===== config.mk =====
export PLATFORM = sky130hd
export DESIGN_NAME = miriscv_rvfi_trace_buffer
export DESIGN_NICKNAME = d
export VERILOG_FILES = /design/src/rtl/miriscv_trace_pkg.sv /design/src/rtl/miriscv_trace_fifo_mem.sv /design/src/rtl/miriscv_rvfi_trace_buffer.sv
export SDC_FILE = /design/constraint.sdc
export NUM_CORES = 2
export LEC_CHECK = 0
export BUFFER_PORTS_ARGS = -buffer_cell sky130_fd_sc_hd__buf_2
export CAP_MARGIN = 20
export CORE_MARGIN = 2
export CORE_UTILIZATION = 60
export CTS_BUF_LIST = sky130_fd_sc_hd__clkbuf_4 sky130_fd_sc_hd__clkbuf_8
export DETAILED_ROUTE_END_ITERATION = 8
export PLACE_DENSITY_LB_ADDON = 0.1
export SKIP_LAST_GASP = 1
export SYNTH_ARGS = -nofsm -noshare
export SYNTH_HDL_FRONTEND = slang
export SYNTH_HIERARCHICAL = 1
export SYNTH_MEMORY_MAX_BITS = 65536
export SYNTH_SLANG_ARGS = --single-unit

===== constraint.sdc =====
create_clock -name clk_i -period 38.1 [get_ports clk_i]
set_input_delay 5.715 -clock clk_i [delete_from_list [all_inputs] [get_ports clk_i]]
set_output_delay 5.715 -clock clk_i [all_outputs]
set_load 0.03 [all_outputs]

===== src/rtl/miriscv_trace_pkg.sv =====
// Shared types for the RVFI retire-trace buffer: packed retirement entry and field widths.
package miriscv_trace_pkg;

  localparam int XLEN       = 32;
  localparam int ORDER_W    = 64;
  localparam int REG_ADDR_W = 5;
  localparam int MASK_W     = 4;

  typedef struct packed {
    logic [ORDER_W-1:0]    order;
    logic [XLEN-1:0]       insn;
    logic                  trap;
    logic [XLEN-1:0]       pc_rdata;
    logic [XLEN-1:0]       pc_wdata;
    logic [REG_ADDR_W-1:0] rd_addr;
    logic [XLEN-1:0]       rd_wdata;
    logic [XLEN-1:0]       mem_addr;
    logic [MASK_W-1:0]     mem_rmask;
    logic [MASK_W-1:0]     mem_wmask;
    logic [XLEN-1:0]       mem_rdata;
    logic [XLEN-1:0]       mem_wdata;
  } rvfi_entry_t;

  localparam int ENTRY_W = $bits(rvfi_entry_t);

endpackage


===== src/rtl/miriscv_trace_fifo_mem.sv =====
// Trace entry storage: DEPTH x ENTRY_W register array, one write port, async read port.
module miriscv_trace_fifo_mem
  import miriscv_trace_pkg::*;
#(
  parameter int DEPTH = 16,
  parameter int AW    = $clog2(DEPTH)
) (
  input  logic          gclk,
  input  logic          we,
  input  logic [AW-1:0] waddr,
  input  rvfi_entry_t   wdata,
  input  logic [AW-1:0] raddr,
  output rvfi_entry_t   rdata
);

  rvfi_entry_t mem [DEPTH];

  // Data storage is deliberately unreset; validity comes from the pointers.
  always_ff @(posedge gclk) begin
    if (we) mem[waddr] <= wdata;
  end

  assign rdata = mem[raddr];

endmodule


===== src/rtl/miriscv_rvfi_trace_buffer.sv =====
// RVFI retire-trace FIFO with FWFT valid/ready output, drop accounting and occupancy.
// Optional retirement-order checking is built when MIRISCV_TRACE_ORDER_CHECK_EN is defined.
module miriscv_rvfi_trace_buffer
  import miriscv_trace_pkg::*;
#(
  parameter int DEPTH = 16,
  parameter int CNT_W = 16
) (
  input  logic                     clk_i,
  input  logic                     rst_i,
  input  logic                     rvfi_valid_i,
  input  logic [ORDER_W-1:0]       rvfi_order_i,
  input  logic [XLEN-1:0]          rvfi_insn_i,
  input  logic                     rvfi_trap_i,
  input  logic [XLEN-1:0]          rvfi_pc_rdata_i,
  input  logic [XLEN-1:0]          rvfi_pc_wdata_i,
  input  logic [REG_ADDR_W-1:0]    rvfi_rd_addr_i,
  input  logic [XLEN-1:0]          rvfi_rd_wdata_i,
  input  logic [XLEN-1:0]          rvfi_mem_addr_i,
  input  logic [MASK_W-1:0]        rvfi_mem_rmask_i,
  input  logic [MASK_W-1:0]        rvfi_mem_wmask_i,
  input  logic [XLEN-1:0]          rvfi_mem_rdata_i,
  input  logic [XLEN-1:0]          rvfi_mem_wdata_i,
  input  logic                     flush_i,
  input  logic                     clear_err_i,
  output logic                     out_valid_o,
  input  logic                     out_ready_i,
  output logic [ENTRY_W-1:0]       out_data_o,
  output logic [$clog2(DEPTH):0]   count_o,
  output logic                     overflow_o,
  output logic [CNT_W-1:0]         drop_cnt_o,
  output logic                     order_err_o
);

  localparam int AW = $clog2(DEPTH);
  localparam int PW = AW + 1;

  logic [PW-1:0] wr_ptr, rd_ptr;
  logic          empty, full, pop, push, drop;
  rvfi_entry_t   wr_entry, rd_entry;

  assign empty = (wr_ptr == rd_ptr);
  assign full  = (wr_ptr[AW-1:0] == rd_ptr[AW-1:0]) && (wr_ptr[AW] != rd_ptr[AW]);

  assign pop  = out_valid_o && out_ready_i;
  assign push = rvfi_valid_i && (!full || pop);
  // A flushed cycle neither moves data nor counts as a drop.
  assign drop = rvfi_valid_i && full && !pop && !flush_i;

  assign wr_entry = '{
    order:     rvfi_order_i,
    insn:      rvfi_insn_i,
    trap:      rvfi_trap_i,
    pc_rdata:  rvfi_pc_rdata_i,
    pc_wdata:  rvfi_pc_wdata_i,
    rd_addr:   rvfi_rd_addr_i,
    rd_wdata:  rvfi_rd_wdata_i,
    mem_addr:  rvfi_mem_addr_i,
    mem_rmask: rvfi_mem_rmask_i,
    mem_wmask: rvfi_mem_wmask_i,
    mem_rdata: rvfi_mem_rdata_i,
    mem_wdata: rvfi_mem_wdata_i
  };

  miriscv_trace_fifo_mem #(.DEPTH(DEPTH), .AW(AW)) u_mem (
    .gclk  (clk_i),
    .we    (push && !flush_i),
    .waddr (wr_ptr[AW-1:0]),
    .wdata (wr_entry),
    .raddr (rd_ptr[AW-1:0]),
    .rdata (rd_entry)
  );

  always_ff @(posedge clk_i or posedge rst_i) begin
    if (rst_i) begin
      wr_ptr <= '0;
      rd_ptr <= '0;
    end else if (flush_i) begin
      wr_ptr <= '0;
      rd_ptr <= '0;
    end else begin
      if (push) wr_ptr <= wr_ptr + 1'b1;
      if (pop)  rd_ptr <= rd_ptr + 1'b1;
    end
  end

  // Same-cycle drop beats clear so the new drop is never lost.
  always_ff @(posedge clk_i or posedge rst_i) begin
    if (rst_i) begin
      overflow_o <= 1'b0;
      drop_cnt_o <= '0;
    end else if (drop) begin
      overflow_o <= 1'b1;
      if (clear_err_i)            drop_cnt_o <= {{(CNT_W-1){1'b0}}, 1'b1};
      else if (drop_cnt_o != '1)  drop_cnt_o <= drop_cnt_o + 1'b1;
    end else if (clear_err_i) begin
      overflow_o <= 1'b0;
      drop_cnt_o <= '0;
    end
  end

  assign out_valid_o = !empty;
  assign out_data_o  = empty ? {ENTRY_W{1'b0}} : rd_entry;
  assign count_o     = wr_ptr - rd_ptr;

`ifdef MIRISCV_TRACE_ORDER_CHECK_EN
  logic [ORDER_W-1:0] last_order;
  logic               first_seen;
  logic               order_bad;

  assign order_bad = rvfi_valid_i && first_seen && (rvfi_order_i != last_order + 64'd1);

  // Tracking follows every retirement, dropped or flushed, and only reset restarts it.
  always_ff @(posedge clk_i or posedge rst_i) begin
    if (rst_i) begin
      last_order  <= '0;
      first_seen  <= 1'b0;
      order_err_o <= 1'b0;
    end else begin
      if (rvfi_valid_i) begin
        last_order <= rvfi_order_i;
        first_seen <= 1'b1;
      end
      if (order_bad)        order_err_o <= 1'b1;
      else if (clear_err_i) order_err_o <= 1'b0;
    end
  end
`else
  assign order_err_o = 1'b0;
`endif

endmodule


* Word-level counts from Yosys, hierarchy flattened
Memories as Yosys holds them, arrays and structs flattened. Index checks and enable logic that the tools add are counted.
Cells by class: reductions and logical operators 17, add/sub/neg operators 4, eq/ne operators 4, multiplexer cells 13
Operators with widths (number):
- two-way mux 302 bit | 1
- two-way mux 16 bit | 4
- two-way mux 5 bit | 4
- adder 16 x 1 -> 16 bit, second input constant | 1
- inequality test 16 bit, second input constant | 1
- adder 5 x 1 -> 5 bit, second input constant | 2
- nonzero test 2 bit | 4
- logical AND 1 bit | 7
- equality test 5 bit | 1
- subtractor 5 bit | 1
- equality test 4 bit | 1
- zero test 1 bit | 4
- two-way mux 1 bit | 4
- AND reduction 2 bit | 1
- logical OR 1 bit | 1
- inequality test 1 bit | 1
Word-level totals: bits of input ports 308, bits in writable memories 4832, word-level logic and storage cells 43, memories 1, flip-flop bits (word level) 27, output and inout bits 326
Memory list:
- u_mem.mem | words 16, bits a word 302, read ports 1, clocked after memory_dff 0, wr ports 1, RTL line miriscv_trace_fifo_mem.sv:16 | rvfi_entry_t mem [DEPTH];

* Logic depth before layout (Yosys ltp)
depth in word-level cells 8, gate-level depth with buffers 10, gate-level depth less buffers 7

* By module
The synthesis kept the hierarchy.
Modules (own cells, without submodules):
- miriscv_trace_fifo_mem | times used 1, seq. area each 145099.2 um^2, cells each 7536, area an instance 181007.4 um^2
- miriscv_rvfi_trace_buffer | times used 1, seq. area each 675.6 um^2, cells each 522, area an instance 3753.6 um^2

* Least setup slack after synthesis
No wires, ideal clock.
kind input to register, from input port out_ready_i, to memory u_mem/mem[0][0] (netlist bit) (enable), required time 36.765 ns, buffers on the path 1, data arrival time 27.144 ns, library setup time 1.335 ns, cell stages on the path 5, setup slack 9.621 ns, cells stage by stage clkbuf_1 > o31ai_1 > nor2_1 > or3b_2 > nor3_1
On the way: cells in the longest elaborated chain, start to end 6
RTL lines:
- from (decl) | RTL line miriscv_rvfi_trace_buffer.sv:27 | input logic out_ready_i,
- logical AND 1 bit | RTL line miriscv_rvfi_trace_buffer.sv:45 | assign pop = out_valid_o && out_ready_i;
- logical OR 1 bit | RTL line miriscv_rvfi_trace_buffer.sv:46 | assign push = rvfi_valid_i && (!full || pop);
- logical AND 1 bit | RTL line miriscv_rvfi_trace_buffer.sv:46
- logical AND 1 bit | RTL line miriscv_rvfi_trace_buffer.sv:67 | .we (push && !flush_i),
- two-way mux 1 bit | RTL line miriscv_trace_fifo_mem.sv:20 | if (we) mem[waddr] <= wdata;
- two-way mux 1 bit (not written as such) | RTL line miriscv_trace_fifo_mem.sv:20
- to (decl) | RTL line miriscv_trace_fifo_mem.sv:16
No other way between the ends.

==> reports/metrics.cfg <==
[synth]
syn-num-nets = 8374
synth_edf_count = 4832
synth_top_family_by_area = multiplexers
synthCells = 8058
synth-compound-area-share = 0.0273
netlist_area_sq_mm = 0.185
ys_seq_area_frac = 0.789
synth.distinct_cells = 53
async_reset_ff_frac = 0.00556
synth_top_area_cell = edfxtp_1
synthAdderAreaFrac = 0.000582
syn_avg_cell_area_sq_um = 22.9
yosys_warnings = 6
ys_top_cells_by_area = edfxtp_1 (79%), mux4_2 (14%), a22oi_1 (2.1%), and2_1 (1.0%), mux2_2 (0.76%)
synthMuxAreaShare = 0.149
synth_xor_xnor_area_share = 0.000616
ys_seq_elements = 4859
synthFlopType = edfxtp_1
synthSimpleGateAreaFrac = 0.0206
synth_top_area_frac = 0.785

[worst_setup_path]
crit_buf_inv = 6
cp_max_fo = 49
cp_cell_sequence = buf_4 -> buf_4 -> buf_4 -> buf_4 -> buf_4 -> mux4_2 -> a22oi_1 -> nand2_1 -> and2_1 -> buf_2
arrival_ns = 7.64
critPathRequiredTime_ns = 32.38
cp_slowest_cell = dfrtp_4
path_delay_family = buffers and inverters
path_class = reg -> out
slowest_delay_ns = 0.96
start_kind = register
end_kind = primary output
crit_top_cell = buf_4

[power]
intPower_mw = 8.76
total_power_mw = 11.7
combPwrFrac = 0.142
leakagePower_nw = 65.1
p_switching_mw = 2.99
p_seq_frac = 0.506
p_per_area_mw_per_mm2 = 56.7
vdd_drop_max_v = 0.0000468
switching_share = 0.254
pwr-share-clk = 0.352

[sta]
hold_viol_final = 0
finalMaxSlewViolations = 0
post-route-min-period_ns = 13.35
max_slew_margin = 0.214
worst_slew_pin_slew_ns = 1.18
skew_ns = 0.0777
rsz0062_at_grt = no
fmax_mhz = 74.9
tns_ns = 0
finalSetupViolations = 0
fin_crit_sh = 0.350

[routing]
wl_met3_mm = 45.9
drc = 0
drt_iter0_drc = 11015
met1_length_mm = 178
dr.pass1.iters = 5
via_per_inst = 6.52
wl_per_cell_um = 32.3
top_layer_used = met5
wl_mm = 448
ant_nets = 0
vias = 90638
wl_met2_mm = 212

[final_layout]
fin_area_sq_mm = 0.207
final_common_cell = edfxtp_1
num-fill-cells = 19284
drive_above_1_share = 0.335
final_cell_mix = edfxtp_1 (4832), mux4_2 (1141), clkbuf_8 (760)
nets = 9466
syn_to_final_growth_pct = 12.1

[floorplan]
start_util = 0.604
rows = 203
die_height_um = 559
fp.dieW_um = 559
die_area_sq_mm = 0.312
design.core.area_sq_mm = 0.306
ios = 634

[placement]
io_buffer_count = 632
dp_hpwl_mm = 222
place_congestion = 0.789
dpl_cell_area_sq_mm = 0.193

[cts]
holdBufCountCts = 0
insertion_delay_ns = 1.23
htreeDepth = 6
clk_pin_slew_ns = 0.06
cts_tree = yes
cts.sinks = 4859
root_buffer = clkbuf_8
cts_inserted_buffers = 751
ctsLongestPathBuffers = 4
post_cts_buffers = 0
cts_resized = 0

[global_routing]
grt_pass1_vias = 92622
grt_max_degree = 139
antenna_found_initial = 154
grt.total_usage = 0.287
grt_overflow = 0
grt_pass1_wl_mm = 645

[worst_hold_path]
hold_class = reg -> reg

[outcome]
status = finished clean

[run]
cap_violations = 0

[Yosys cell counts, drive strengths merged, types with 7 or more instances]
| library cell | count |
|---|---|
| mux2i | 47 |
| edfxtp | 4832 |
| nor4 | 9 |
| o31ai | 7 |
| buf | 255 |
| nand2b | 33 |
| nand3 | 8 |
| o221ai | 39 |
| o22a | 9 |
| nand2 | 245 |
| nor2 | 33 |
| a21oi | 10 |
| ha | 7 |
| nor2b | 49 |
| xnor2 | 7 |
| mux2 | 129 |
| a221oi | 28 |
| o21ai | 32 |
| clkbuf | 206 |
| mux4 | 1141 |
| inv | 14 |
| dfrtp | 27 |
| a22oi | 529 |
| and2 | 307 |
[metrics by stage]
stage               setup WS (ns)  hold slack, ns   util  std cells
floorplan                    9.62           0.561      -       8058
global placement            25.76           0.454  0.629      12494
detailed placement          25.73           0.466  0.630      12496
CTS                         24.39           0.478  0.676      13834
global route                24.00           0.517  0.677      13865
finish                      24.75           0.481  0.677      13894
[power by group through the flow]
stage	clock [mW]	combinational, mW	sequential [mW]
after global placement	0	1.68	6.05
after CTS	4.21	1.69	5.94
after floorplan	0	1.21	6.06
after global routing	4.44	1.78	5.94
after detailed placement	0	1.69	6.05
final	4.13	1.67	5.94
[logic make-up after synthesis]
| family | Yosys count |
|---|---|
| other | 1 |
| xor gates and xnor gates | 13 |
| and+or+nand+nor | 714 |
| adders and majority gates | 8 |
| muxes | 1317 |
| DFF | 4859 |
| buffers and inverters | 475 |
| AOI/OAI and AO/OA | 671 |
[layout make-up]
cell class	instances	area, sq um	share of cell area
multi-input cells	2724	36900	0.178
inverters	14	52.6	0.000254
clock inverters	299	1700	0.00823
diodes	59	148	0.000713
flip-flops and latches	4859	146000	0.704
well taps	4100	5130	0.0248
clock buffers	1039	12600	0.0606
repair buffers	800	4870	0.0235
[per-layer routing]
layer,GRT usage,up-vias
met2,0.440,4638
li1,-,36614
met5,0,-
met4,0.0884,110
met1,0.415,48489
met3,0.0696,787
[worst paths after layout]
kind / cells after the start / startpoint / endpoint / slack, ns
worst max register to register: 12 / rd_ptr[3] / u_mem/mem[11][178] / 31.38
worst max-delay path: 10 / rd_ptr[0] / out_data_o[174] / 24.75
max in group asynchronous: 3 / rst_i / rd_ptr[0] / 32.95
worst min register to register: 1 / overflow_o / overflow_o / 0.48
min in group asynchronous: 2 / rst_i / drop_cnt_o[14] / 4.59
worst min-delay path: 1 / overflow_o / overflow_o / 0.48
[flip-flops by register name (all words and copies together) (netlist names)]
| signal | count |
|---|---|
| wr_ptr | 5 |
| rd_ptr | 5 |
| overflow_o | 1 |
| drop_cnt_o | 16 |
| u_mem/mem | 4832 |
Note: power is estimated with default switching activity, not from simulation.
